## src/rtl/pcw_loader_pkg.sv

```systemverilog
// Shared types and constants for the ioctl download loader.
package pcw_loader_pkg;

  // Loader control states.
  typedef enum logic [1:0] {
    IDLE  = 2'd0,
    LOAD  = 2'd1,
    FLUSH = 2'd2,
    EXEC  = 2'd3
  } loader_state_t;

  // One buffered download byte with its target address.
  typedef struct packed {
    logic [15:0] addr;
    logic [7:0]  data;
  } loader_entry_t;

  // ioctl_wait asserts this many entries short of full, leaving room for
  // the byte hps_io may still deliver after it sees wait rise.
  localparam int WAIT_OFFSET = 2;

endpackage

```

## src/rtl/pcw_ioctl_loader_if.sv

```systemverilog
// Bus bundle between hps_io (ioctl side) and pcw_core (dn_*/execute side).
// Handshake: ioctl_wr is a one-cycle strobe, a byte is taken when ioctl_wr,
// ioctl_download and a matching ioctl_index are all high on a clock edge;
// ioctl_wait is the only back-pressure and the source may deliver one more
// strobe after it rises. dn_wr is a one-cycle strobe the core must accept.
interface pcw_ioctl_loader_if;
  import pcw_loader_pkg::*;

  logic          ioctl_download;
  logic          ioctl_wr;
  logic [15:0]   ioctl_addr;
  logic [7:0]    ioctl_dout;
  logic [7:0]    ioctl_index;
  logic          ioctl_wait;
  logic          dn_go;
  logic          dn_wr;
  logic [15:0]   dn_addr;
  logic [7:0]    dn_data;
  logic [15:0]   execute_addr;
  logic          execute_enable;
  logic          overflow;
  logic [16:0]   bytes_written;
  loader_state_t dbg_state;

  // Environment side: drives the download stream, observes the core port.
  modport master (
    output ioctl_download, ioctl_wr, ioctl_addr, ioctl_dout, ioctl_index,
    input  ioctl_wait, dn_go, dn_wr, dn_addr, dn_data, execute_addr,
    input  execute_enable, overflow, bytes_written, dbg_state
  );

  // Loader side.
  modport slave (
    input  ioctl_download, ioctl_wr, ioctl_addr, ioctl_dout, ioctl_index,
    output ioctl_wait, dn_go, dn_wr, dn_addr, dn_data, execute_addr,
    output execute_enable, overflow, bytes_written, dbg_state
  );
endinterface

```

## src/rtl/pcw_loader_fifo.sv

```systemverilog
// First-word-fall-through FIFO of address/data entries. Pushes while full
// and pops while empty are ignored, so contents never get corrupted.
module pcw_loader_fifo
  import pcw_loader_pkg::*;
#(
  parameter int DEPTH = 8
) (
  input  logic                   i_clk,
  input  logic                   i_reset_n,
  input  logic                   i_push,
  input  logic                   i_pop,
  input  loader_entry_t          i_din,
  output loader_entry_t          o_dout,
  output logic [$clog2(DEPTH):0] o_count,
  output logic                   o_full,
  output logic                   o_empty
);
  localparam int AW = $clog2(DEPTH);

  loader_entry_t r_mem [DEPTH];
  logic [AW-1:0] r_wr_ptr;
  logic [AW-1:0] r_rd_ptr;
  logic [AW:0]   r_count;
  logic          w_push;
  logic          w_pop;

  assign o_full  = (r_count == (AW+1)'(DEPTH));
  assign o_empty = (r_count == '0);
  assign w_push  = i_push && !o_full;
  assign w_pop   = i_pop && !o_empty;
  assign o_dout  = r_mem[r_rd_ptr];
  assign o_count = r_count;

  // Storage array; no reset needed since pointers gate every read.
  always_ff @(posedge i_clk) begin
    if (w_push) r_mem[r_wr_ptr] <= i_din;
  end

  // Pointers and occupancy; simultaneous push and pop leave count unchanged.
  always_ff @(posedge i_clk) begin
    if (!i_reset_n) begin
      r_wr_ptr <= '0;
      r_rd_ptr <= '0;
      r_count  <= '0;
    end else begin
      if (w_push) r_wr_ptr <= r_wr_ptr + 1'b1;
      if (w_pop)  r_rd_ptr <= r_rd_ptr + 1'b1;
      case ({w_push, w_pop})
        2'b10:   r_count <= r_count + 1'b1;
        2'b01:   r_count <= r_count - 1'b1;
        default: r_count <= r_count;
      endcase
    end
  end
endmodule

```

## src/rtl/pcw_ioctl_loader.sv

```systemverilog
// Buffers the hps_io ioctl byte stream and replays it as paced dn_wr writes
// into pcw_core RAM, then pulses execute_enable once the image is in place.
module pcw_ioctl_loader
  import pcw_loader_pkg::*;
#(
  parameter int          FIFO_DEPTH = 8,
  parameter int          WR_GAP     = 2,
  parameter logic [7:0]  LOAD_INDEX = 8'd0,
  parameter logic [15:0] EXEC_ADDR  = 16'h0000
) (
  input  logic               i_clk_sys,
  input  logic               i_reset_n,
  pcw_ioctl_loader_if.slave  io_bus
);
  localparam int             CW         = $clog2(FIFO_DEPTH) + 1;
  localparam logic [CW-1:0]  WAIT_LEVEL = CW'(FIFO_DEPTH - WAIT_OFFSET);

  loader_state_t r_state;
  loader_state_t w_next;
  loader_entry_t w_din;
  loader_entry_t w_dout;
  logic [CW-1:0] w_count;
  logic [CW-1:0] w_count_next;
  logic          w_full;
  logic          w_empty;
  logic          w_accept;
  logic          w_push_ok;
  logic          w_pop;
  logic          w_load_start;
  logic [7:0]    r_gap;
  logic          r_wait;
  logic          r_dn_go;
  logic          r_dn_wr;
  logic [15:0]   r_dn_addr;
  logic [7:0]    r_dn_data;
  logic          r_exec;
  logic          r_overflow;
  logic [16:0]   r_bytes;

  assign w_accept     = io_bus.ioctl_wr && io_bus.ioctl_download &&
                        (io_bus.ioctl_index == LOAD_INDEX);
  assign w_push_ok    = w_accept && !w_full;
  assign w_din.addr   = io_bus.ioctl_addr;
  assign w_din.data   = io_bus.ioctl_dout;
  assign w_count_next = w_count + CW'(w_push_ok) - CW'(w_pop);

  pcw_loader_fifo #(.DEPTH(FIFO_DEPTH)) u_fifo (
    .i_clk     (i_clk_sys),
    .i_reset_n (i_reset_n),
    .i_push    (w_accept),
    .i_pop     (w_pop),
    .i_din     (w_din),
    .o_dout    (w_dout),
    .o_count   (w_count),
    .o_full    (w_full),
    .o_empty   (w_empty)
  );

  // Next state, pop decision and load-start detection.
  always_comb begin
    w_next       = r_state;
    w_pop        = 1'b0;
    w_load_start = 1'b0;
    case (r_state)
      IDLE: begin
        // A leftover entry (byte taken during EXEC) also restarts a load.
        if (w_accept || !w_empty) begin
          w_next       = LOAD;
          w_load_start = 1'b1;
        end
      end
      LOAD: begin
        w_pop = !w_empty && (r_gap == 8'd0);
        if (!io_bus.ioctl_download) w_next = FLUSH;
      end
      FLUSH: begin
        w_pop = !w_empty && (r_gap == 8'd0);
        if (w_accept)                          w_next = LOAD;
        else if (w_empty && (r_gap == 8'd0))   w_next = EXEC;
      end
      EXEC: w_next = IDLE;
      default: w_next = IDLE;
    endcase
  end

  // State register, write pacing and all registered outputs.
  always_ff @(posedge i_clk_sys) begin
    if (!i_reset_n) begin
      r_state    <= IDLE;
      r_gap      <= 8'd0;
      r_wait     <= 1'b0;
      r_dn_go    <= 1'b0;
      r_dn_wr    <= 1'b0;
      r_dn_addr  <= 16'h0000;
      r_dn_data  <= 8'h00;
      r_exec     <= 1'b0;
      r_overflow <= 1'b0;
      r_bytes    <= 17'd0;
    end else begin
      r_state <= w_next;
      r_wait  <= (w_count_next >= WAIT_LEVEL);
      r_dn_wr <= w_pop;
      r_exec  <= (w_next == EXEC);
      if (w_pop) begin
        r_dn_addr <= w_dout.addr;
        r_dn_data <= w_dout.data;
        r_gap     <= 8'(WR_GAP);
      end else if (r_gap != 8'd0) begin
        r_gap <= r_gap - 8'd1;
      end
      if (w_load_start)          r_dn_go <= 1'b1;
      else if (w_next == EXEC)   r_dn_go <= 1'b0;
      if (w_load_start)             r_overflow <= 1'b0;
      else if (w_accept && w_full)  r_overflow <= 1'b1;
      if (w_load_start)                          r_bytes <= 17'd0;
      else if (w_pop && (r_bytes != 17'h1FFFF))  r_bytes <= r_bytes + 17'd1;
    end
  end

  assign io_bus.ioctl_wait     = r_wait;
  assign io_bus.dn_go          = r_dn_go;
  assign io_bus.dn_wr          = r_dn_wr;
  assign io_bus.dn_addr        = r_dn_addr;
  assign io_bus.dn_data        = r_dn_data;
  assign io_bus.execute_addr   = EXEC_ADDR;
  assign io_bus.execute_enable = r_exec;
  assign io_bus.overflow       = r_overflow;
  assign io_bus.bytes_written  = r_bytes;
  assign io_bus.dbg_state      = r_state;
endmodule

```

## src/flat_wrapper.sv

```systemverilog
// flat-port wrapper written by rule: the top's interface ports become plain ports
module pcw_ioctl_loader_flat import pcw_loader_pkg::*;
#(
  parameter int          FIFO_DEPTH = 8,
  parameter int          WR_GAP     = 2,
  parameter logic [7:0]  LOAD_INDEX = 8'd0,
  parameter logic [15:0] EXEC_ADDR  = 16'h0000
)
  (i_clk_sys, i_reset_n, io_bus_ioctl_download, io_bus_ioctl_wr, io_bus_ioctl_addr, io_bus_ioctl_dout, io_bus_ioctl_index, io_bus_ioctl_wait, io_bus_dn_go, io_bus_dn_wr, io_bus_dn_addr, io_bus_dn_data, io_bus_execute_addr, io_bus_execute_enable, io_bus_overflow, io_bus_bytes_written, io_bus_dbg_state);
  pcw_ioctl_loader_if io_bus_i ();
  input  logic i_clk_sys;
  input  logic i_reset_n;
  input wire logic [$bits(io_bus_i.ioctl_download)-1:0] io_bus_ioctl_download;
  input wire logic [$bits(io_bus_i.ioctl_wr)-1:0] io_bus_ioctl_wr;
  input wire logic [$bits(io_bus_i.ioctl_addr)-1:0] io_bus_ioctl_addr;
  input wire logic [$bits(io_bus_i.ioctl_dout)-1:0] io_bus_ioctl_dout;
  input wire logic [$bits(io_bus_i.ioctl_index)-1:0] io_bus_ioctl_index;
  output wire logic [$bits(io_bus_i.ioctl_wait)-1:0] io_bus_ioctl_wait;
  output wire logic [$bits(io_bus_i.dn_go)-1:0] io_bus_dn_go;
  output wire logic [$bits(io_bus_i.dn_wr)-1:0] io_bus_dn_wr;
  output wire logic [$bits(io_bus_i.dn_addr)-1:0] io_bus_dn_addr;
  output wire logic [$bits(io_bus_i.dn_data)-1:0] io_bus_dn_data;
  output wire logic [$bits(io_bus_i.execute_addr)-1:0] io_bus_execute_addr;
  output wire logic [$bits(io_bus_i.execute_enable)-1:0] io_bus_execute_enable;
  output wire logic [$bits(io_bus_i.overflow)-1:0] io_bus_overflow;
  output wire logic [$bits(io_bus_i.bytes_written)-1:0] io_bus_bytes_written;
  output wire logic [$bits(io_bus_i.dbg_state)-1:0] io_bus_dbg_state;
  assign io_bus_i.ioctl_download = io_bus_ioctl_download;
  assign io_bus_i.ioctl_wr = io_bus_ioctl_wr;
  assign io_bus_i.ioctl_addr = io_bus_ioctl_addr;
  assign io_bus_i.ioctl_dout = io_bus_ioctl_dout;
  assign io_bus_i.ioctl_index = io_bus_ioctl_index;
  assign io_bus_ioctl_wait = io_bus_i.ioctl_wait;
  assign io_bus_dn_go = io_bus_i.dn_go;
  assign io_bus_dn_wr = io_bus_i.dn_wr;
  assign io_bus_dn_addr = io_bus_i.dn_addr;
  assign io_bus_dn_data = io_bus_i.dn_data;
  assign io_bus_execute_addr = io_bus_i.execute_addr;
  assign io_bus_execute_enable = io_bus_i.execute_enable;
  assign io_bus_overflow = io_bus_i.overflow;
  assign io_bus_bytes_written = io_bus_i.bytes_written;
  assign io_bus_dbg_state = io_bus_i.dbg_state;
  pcw_ioctl_loader #(.FIFO_DEPTH(FIFO_DEPTH), .WR_GAP(WR_GAP), .LOAD_INDEX(LOAD_INDEX), .EXEC_ADDR(EXEC_ADDR)) u_core (.i_clk_sys(i_clk_sys), .i_reset_n(i_reset_n), .io_bus(io_bus_i));
endmodule
```

## config.mk

```make
export PLATFORM = sky130hd
export DESIGN_NAME = pcw_ioctl_loader_flat
export DESIGN_NICKNAME = d
export VERILOG_FILES = /design/src/rtl/pcw_loader_pkg.sv /design/src/rtl/pcw_ioctl_loader_if.sv /design/src/rtl/pcw_loader_fifo.sv /design/src/rtl/pcw_ioctl_loader.sv /design/src/flat_wrapper.sv
export SDC_FILE = /design/constraint.sdc
export NUM_CORES = 1
export LEC_CHECK = 0
export CORE_UTILIZATION = 60
export DETAILED_ROUTE_END_ITERATION = 16
export PLACE_DENSITY = 0.95
export SETUP_SLACK_MARGIN = 0.02
export SYNTH_ARGS = -nofsm -noshare
export SYNTH_HDL_FRONTEND = slang
export SYNTH_HIERARCHICAL = 1
export SYNTH_SLANG_ARGS = --single-unit
```

## constraint.sdc

```tcl
create_clock -name i_clk_sys -period 10.2 [get_ports i_clk_sys]
set_input_delay 2.04 -clock i_clk_sys [delete_from_list [all_inputs] [get_ports i_clk_sys]]
set_output_delay 2.04 -clock i_clk_sys [all_outputs]
set_load 0.05 [all_outputs]
```

After elaboration in Yosys (flattened, before gate mapping). Memory sizes are Yosys's and may differ from the RTL's. A register that Yosys moved wholly into a read port is not among the register bits. Index checks and enable logic that the tools add are counted.

Bitwise logic cells: 1. $lt $le $gt $ge: 1. Equal/unequal tests: 8. Reduce and logical (&&, ||, !) cells: 23. Add/subtract/negate cells: 8. Divide/modulo/power cells: 0. Mux-type cells: 15. $mul: 0. Shift operators: 0.

Operator list (number): adder 17 x 1 -> 17 bit (second input constant) (1); != test 17 bit (second input constant) (1); zero test 8 bit (2); 2-to-1 mux 2 bit (6); == test 2 bit (second input constant) (4); logical AND 1 bit (8); case mux 2 bit (4 select lines) (1); case mux 4 bit (2 select lines) (1); nonzero test 8 bit (1); subtractor 8 x 1 -> 8 bit (second input constant) (1); 2-to-1 mux 1 bit (7); adder 3 x 1 -> 3 bit (second input constant) (2); nonzero test 2 bit (3); OR reduction 2 bit (3); adder 4 x 1 -> 4 bit (1); adder 4 x 1 -> 4 bit (second input constant) (1); == test 2 x 1 -> 1 bit (second input constant) (2); == test 4 bit (second input constant) (1); >= comparator 4 x 3 -> 1 bit (second input constant) (1); zero test 4 bit (1); subtractor 4 x 1 -> 4 bit (1); subtractor 4 x 1 -> 4 bit (second input constant) (1); zero test 1 bit (3); zero test 2 bit (1); 2 further kinds (2).

Input bits: 36. Memory bits (writable): 192. Output and inout bits: 64. Latch bits: 0. Memory bits (read-only): 0. Memories: 1. Bits in registers: 42. Word-level logic and storage cells: 69.

Memories: u_core.u_fifo.r_mem (words 8, bits a word 24, rd ports 1, clocked after memory_dff 1, wr ports 1, RTL line pcw_loader_fifo.sv:20) `loader_entry_t r_mem [DEPTH];`.

Longest topological paths before layout.
Depth after elaboration: 8. Mapped depth: 16. Gate-level depth less buffers: 13.

Modules after synthesis. Netlist, hierarchy kept.

Modules (own cells, without submodules): pcw_loader_fifo (cells an instance 351, times used 1, seq. area each 6025.8 um2, area an instance 7893.8 um2); pcw_ioctl_loader (cells an instance 314, times used 1, seq. area each 1121.1 um2, area an instance 2701.3 um2).

Least setup slack after synthesis. OpenSTA, ideal clock, no wires.

Path kind: input to register. From: input port io_bus_ioctl_index[3]. To: memory u_core/u_fifo/r_mem[0][0] in the netlist's numbering, enable pin. Slack: 4682 ps. Path buffers: 0. Stages: 5. Setup time: 466 ps. Required time: 9734 ps. Arrival: 5053 ps. Cells stage by stage: nor4_1 > nand3_1 > inv_1 > nand2_4 > nor4_1.

Longest elaborated chain between the ends: 5.

Ends and longest elaborated chain: from (decl) (RTL line flat_wrapper.sv:17) `input wire logic [$bits(io_bus_i.ioctl_index)-1:0] io_bus_ioctl_index;`; zero test 8 bit (RTL line pcw_ioctl_loader.sv:41) `(io_bus.ioctl_index == LOAD_INDEX);`; logical AND 1 bit (RTL line pcw_ioctl_loader.sv:40) `assign w_accept = io_bus.ioctl_wr && io_bus.ioctl_download &&`; via u_core.w_accept (RTL line pcw_ioctl_loader.sv:26) `logic w_accept;`; logical AND 1 bit (RTL line pcw_loader_fifo.sv:29) `assign w_push = i_push && !o_full;`; 2-to-1 mux 1 bit (RTL line pcw_loader_fifo.sv:36) `if (w_push) r_mem[r_wr_ptr] <= i_din;`; 2-to-1 mux 1 bit (not written as such) (RTL line pcw_loader_fifo.sv:36); to (decl) (RTL line pcw_loader_fifo.sv:20).

The timed path passes the listed nets, and every way through them passes these cells.

Worst setup path in the final report.
From: input port io_bus_ioctl_download. To: register u_core.u_fifo.r_count[2], in the netlist u_core/u_fifo/o_count[2].

Longest elaborated chain between the ends: 5. Elaborated cells between the ends (all ways): 7. Those cells by class: eq/ne: 2; mux: 1; reduce/logical: 4.

Ends and longest elaborated chain: from (decl) (RTL line flat_wrapper.sv:13) `input wire logic [$bits(io_bus_i.ioctl_download)-1:0] io_bus_ioctl_download;`; logical AND 1 bit * (2 in a row) (RTL line pcw_ioctl_loader.sv:40); via u_core.w_accept (RTL line pcw_ioctl_loader.sv:26); logical AND 1 bit * (RTL line pcw_loader_fifo.sv:29); == test 2 x 1 -> 1 bit / == test 2 bit (equally long branches) (RTL line pcw_loader_fifo.sv:48) `case ({w_push, w_pop})`; case mux 4 bit (2 select lines) / nonzero test 2 bit (equally long branches); to (signal assigned) (RTL line pcw_loader_fifo.sv:49) `2'b10: r_count <= r_count + 1'b1;`; to (signal assigned) (RTL line pcw_loader_fifo.sv:50) `2'b01: r_count <= r_count - 1'b1;`; to (signal assigned) (RTL line pcw_loader_fifo.sv:51) `default: r_count <= r_count;`; to (decl) (RTL line pcw_loader_fifo.sv:23) `logic [AW:0] r_count;`.

Mark *: on every way through the listed nets, which the timed path passes. The rest lies on a longest branch. A chain may end at the register's enable or synchronous reset.

==> impl_metrics.ini <==
[clock_network]
cts-root-buf = clkbuf_16
cts_buffers = 26
worstSkewPairLatency_ps = 520
htree_levels = 1
tritoncts = done
cts.clk_slew.worst_paths_ps = 60
cts_sinks = 261
clock_path_buffers = 3
post_cts.repair.setup_buffers = 0
post_cts_resize_count = 0
ctsHoldBuffers = 0

[place]
port_buffers = 83
postPlaceCellArea_sq_um = 11600
dp_hpwl_um = 13600
place.gp.congestion = 0.831

[route]
avgRoutedWirePerCell_um = 23.5
drt_iter0_markers = 541
drc_errors = 0
dr_wl_met2_um = 12600
routed.top_layer = met4
dr_wl_met3_um = 1670
wirelength_met1_um = 8440
routed_via_density = 6.25
via_count = 6275
firstDrtPassIters = 5
postRouteAntennaNets = 0
routed_wl_um = 23600

[min_path]
hold_class = register to register

[finish]
areaGrowthSynthToFinish_pct = 18.2
fill_cells = 990
drive_above_1_share_pct = 18.1
nNetsFinal = 813
diodes = 0
design_area_sq_um = 12500

[outcome]
status = finished, final reports clean

[global_routing]
first_global_vias = 6453
grt-ovfl-total = 0
globalRouteTotalUtil_pct = 26.9
antenna_found_initial = 0
grt_first_pass_wirelength_um = 36200
grt_max_degree = 49

[setup_path]
start_kind = input pin
worstPathArrival_ps = 4770
criticalPathCategory = input pin to register
path_cells = clkdlybuf4s50_1 > nor4bb_1 > nand3_1 > inv_1 > nand2_4 > ha_1 > xor2_1 > ha_1 > a21oi_1 > xor2_1 > or3_1 > a21boi_0
crit_slowest_cell = clkdlybuf4s50_1
worst-endpoint-required_ps = 10650
critPathCaptureType = register
crit_fanout = 8
critical_path.max_stage_delay_ps = 520

[timing]
rsz0062_at_grt = no
finalMaxSlewViolations = 0
fmax_mhz = 231
period_needed_ps = 4330
tns_ps = 0
fin_skew_ps = 9.33
tightest_slew_ps = 1310
slew_headroom_pct = 12.3
fin_crit_sh_pct = 42.4
setup_violations = 0
hold_violations = 0

[synthesis]
ys_async_sr_fraction_pct = 0
syn_inst = 665
synth_edf_count = 192
ys_ff_latch = 261
syn-cell-area_sq_um = 10600
ys.flop_type = edfxtp_1
synth-seq-area-share_pct = 67.5
synth.avg_cell_area_sq_um = 15.9
yosysUniqueCellTypes = 50
yosys_warnings = 6

[floorplan]
row_count = 48
start_util_pct = 61.3
dieWidth_um = 135
io_pins = 100
core_area_sq_um = 17300
die-area_sq_um = 18200
die_h_um = 135

[pwr]
power.share.switching_pct = 21.3
irDropWorstVdd_mv = 0.140
power_switching_mw = 0.497
comb_power_share_pct = 6.4
p_leak_nw = 4.13
clockPowerShare_pct = 43.4
intPower_mw = 1.83
pwr-share-seq_pct = 50.2
pwr_density_cell_nw_per_um2 = 186

[job]
maxCapViolations = 0
## path summary, 6_finish.rpt
kind | startpoint | end | slack [ps] | depth (start not counted)
min | u_core/io_bus.dn_addr[5] | u_core/io_bus.dn_addr[5] | 470 | 2
max reg2reg | u_core/u_fifo/o_count[1] | u_core/u_fifo/o_count[2] | 5950 | 13
min reg2reg | u_core/io_bus.dn_addr[5] | u_core/io_bus.dn_addr[5] | 470 | 2
max | io_bus_ioctl_download | u_core/u_fifo/o_count[2] | 5870 | 12
## power by group through the flow
stage | combinational, mW | sequential, mW | clock [mW]
3_3_place_gp | 0.137 | 1.19 | 0
4_1_cts | 0.149 | 1.17 | 1.02
3_5_place_dp | 0.147 | 1.19 | 0
6_report | 0.150 | 1.17 | 1.01
5_1_grt | 0.165 | 1.17 | 1.06
2_1_floorplan | 0.105 | 1.19 | 0
## per-layer routing
metal | global-route usage (%) | vias to the layer above
li1 | - | 2669
met1 | 32.2 | 3137
met2 | 48.1 | 394
met3 | 3.68 | 75
met4 | 12.9 | 0
met5 | 0 | -
## worst max-delay path, delay by kind of cell
family,cells,cell delay [ps]
adder cells (fa/ha/maj),2,480
XOR/XNOR,2,260
AND/OR/NAND/NOR,4,890
AO/OA/AOI/OAI,2,310
buffers and inverters,2,790
## cells in the mapped netlist, types with 10 or more instances
cell | count | area share (%)
a21boi_0 | 24 | 1.7
a21oi_1 | 10 | 0.47
and2_1 | 10 | 0.59
buf_4 | 19 | 1.3
clkbuf_1 | 12 | 0.43
dfxtp_1 | 69 | 13
edfxtp_1 | 192 | 54
ha_1 | 17 | 2.0
inv_1 | 14 | 0.50
mux2_2 | 24 | 2.6
mux4_2 | 48 | 10
nand2_1 | 66 | 2.3
nand3_1 | 10 | 0.47
nor2_1 | 27 | 0.96
xnor2_1 | 12 | 0.99
xor2_1 | 17 | 1.4
## sequential cells by signal (all words and copies together) (netlist names), named ones only
signal / cells
u_core/io_bus.dn_wr: 1
u_core/io_bus.bytes_written: 17
u_core/io_bus.dn_data: 8
u_core/io_bus.dbg_state: 2
u_core/io_bus.overflow: 1
u_core/r_gap: 8
u_core/io_bus.dn_addr: 16
u_core/u_fifo/o_count: 4
u_core/u_fifo/r_wr_ptr: 3
u_core/u_fifo/r_rd_ptr: 3
u_core/io_bus.dn_go: 1
u_core/io_bus.ioctl_wait: 1
u_core/u_fifo/r_mem: 192
u_core/io_bus.execute_enable: 1
## cell type report
type / count / area, sq um / share of cell area, %
clock buffers: 33 / 708 / 5.66
clock inverters: 15 / 204 / 1.63
inverters: 15 / 61.3 / 0.490
multi-input cells: 361 / 3190 / 25.5
flip-flops and latches: 261 / 7150 / 57.1
well taps: 225 / 282 / 2.25
repair buffers: 94 / 921 / 7.35
## placed cells by master (no fill, tap or decap), drive strengths merged, types with 2 or more instances in the layout
master | Yosys | routed
and2 | 10 | 10
edfxtp | 192 | 192
nand2b | 6 | 6
xnor2 | 12 | 12
clkinv | 1 | 9
and3 | 7 | 7
nor3b | 3 | 3
nor3 | 7 | 7
clkdlybuf4s50 | 0 | 83
nand3 | 11 | 11
bufinv | 0 | 5
dfxtp | 69 | 69
nand2 | 67 | 67
nor4bb | 2 | 2
buf | 31 | 11
nand3b | 2 | 2
nor2 | 27 | 27
a21o | 2 | 2
nor4 | 7 | 7
a21oi | 10 | 10
mux2i | 4 | 4
mux4 | 48 | 48
nand4 | 6 | 6
clkbuf | 12 | 33
mux2 | 24 | 24
conb | 1 | 16
or3 | 4 | 4
nor2b | 2 | 2
ha | 17 | 17
a21boi | 29 | 29
xor2 | 17 | 17
o21ai | 9 | 9
inv | 14 | 15
## per-stage QoR
| stage | worst slack, ps | instances | util, % | power, mW | hold slack [ps] |
|---|---|---|---|---|---|
| 2_1_floorplan | 4680 | 680 | - | 1.30 | 484 |
| 3_3_place_gp | 5280 | 955 | 67.0 | 1.33 | 442 |
| 3_5_place_dp | 5160 | 955 | 67.0 | 1.34 | 464 |
| 4_1_cts | 5670 | 1003 | 72.3 | 2.34 | 469 |
| 5_1_grt | 5630 | 1004 | 72.4 | 2.39 | 493 |
| 6_report | 5870 | 1004 | 72.4 | 2.33 | 473 |
## cells by family after synthesis
logic type,count (synthesis),synth area share [%]
other,1,0.0354
XOR/XNOR,29,2.40
buffers and inverters,58,3.26
AO/OA/AOI/OAI,56,3.59
multiplexers,76,13.1
AND/OR/NAND/NOR,166,7.94
flip-flops,261,67.5
adder cells (fa/ha/maj),18,2.20
(Power assumes the default switching activity.)
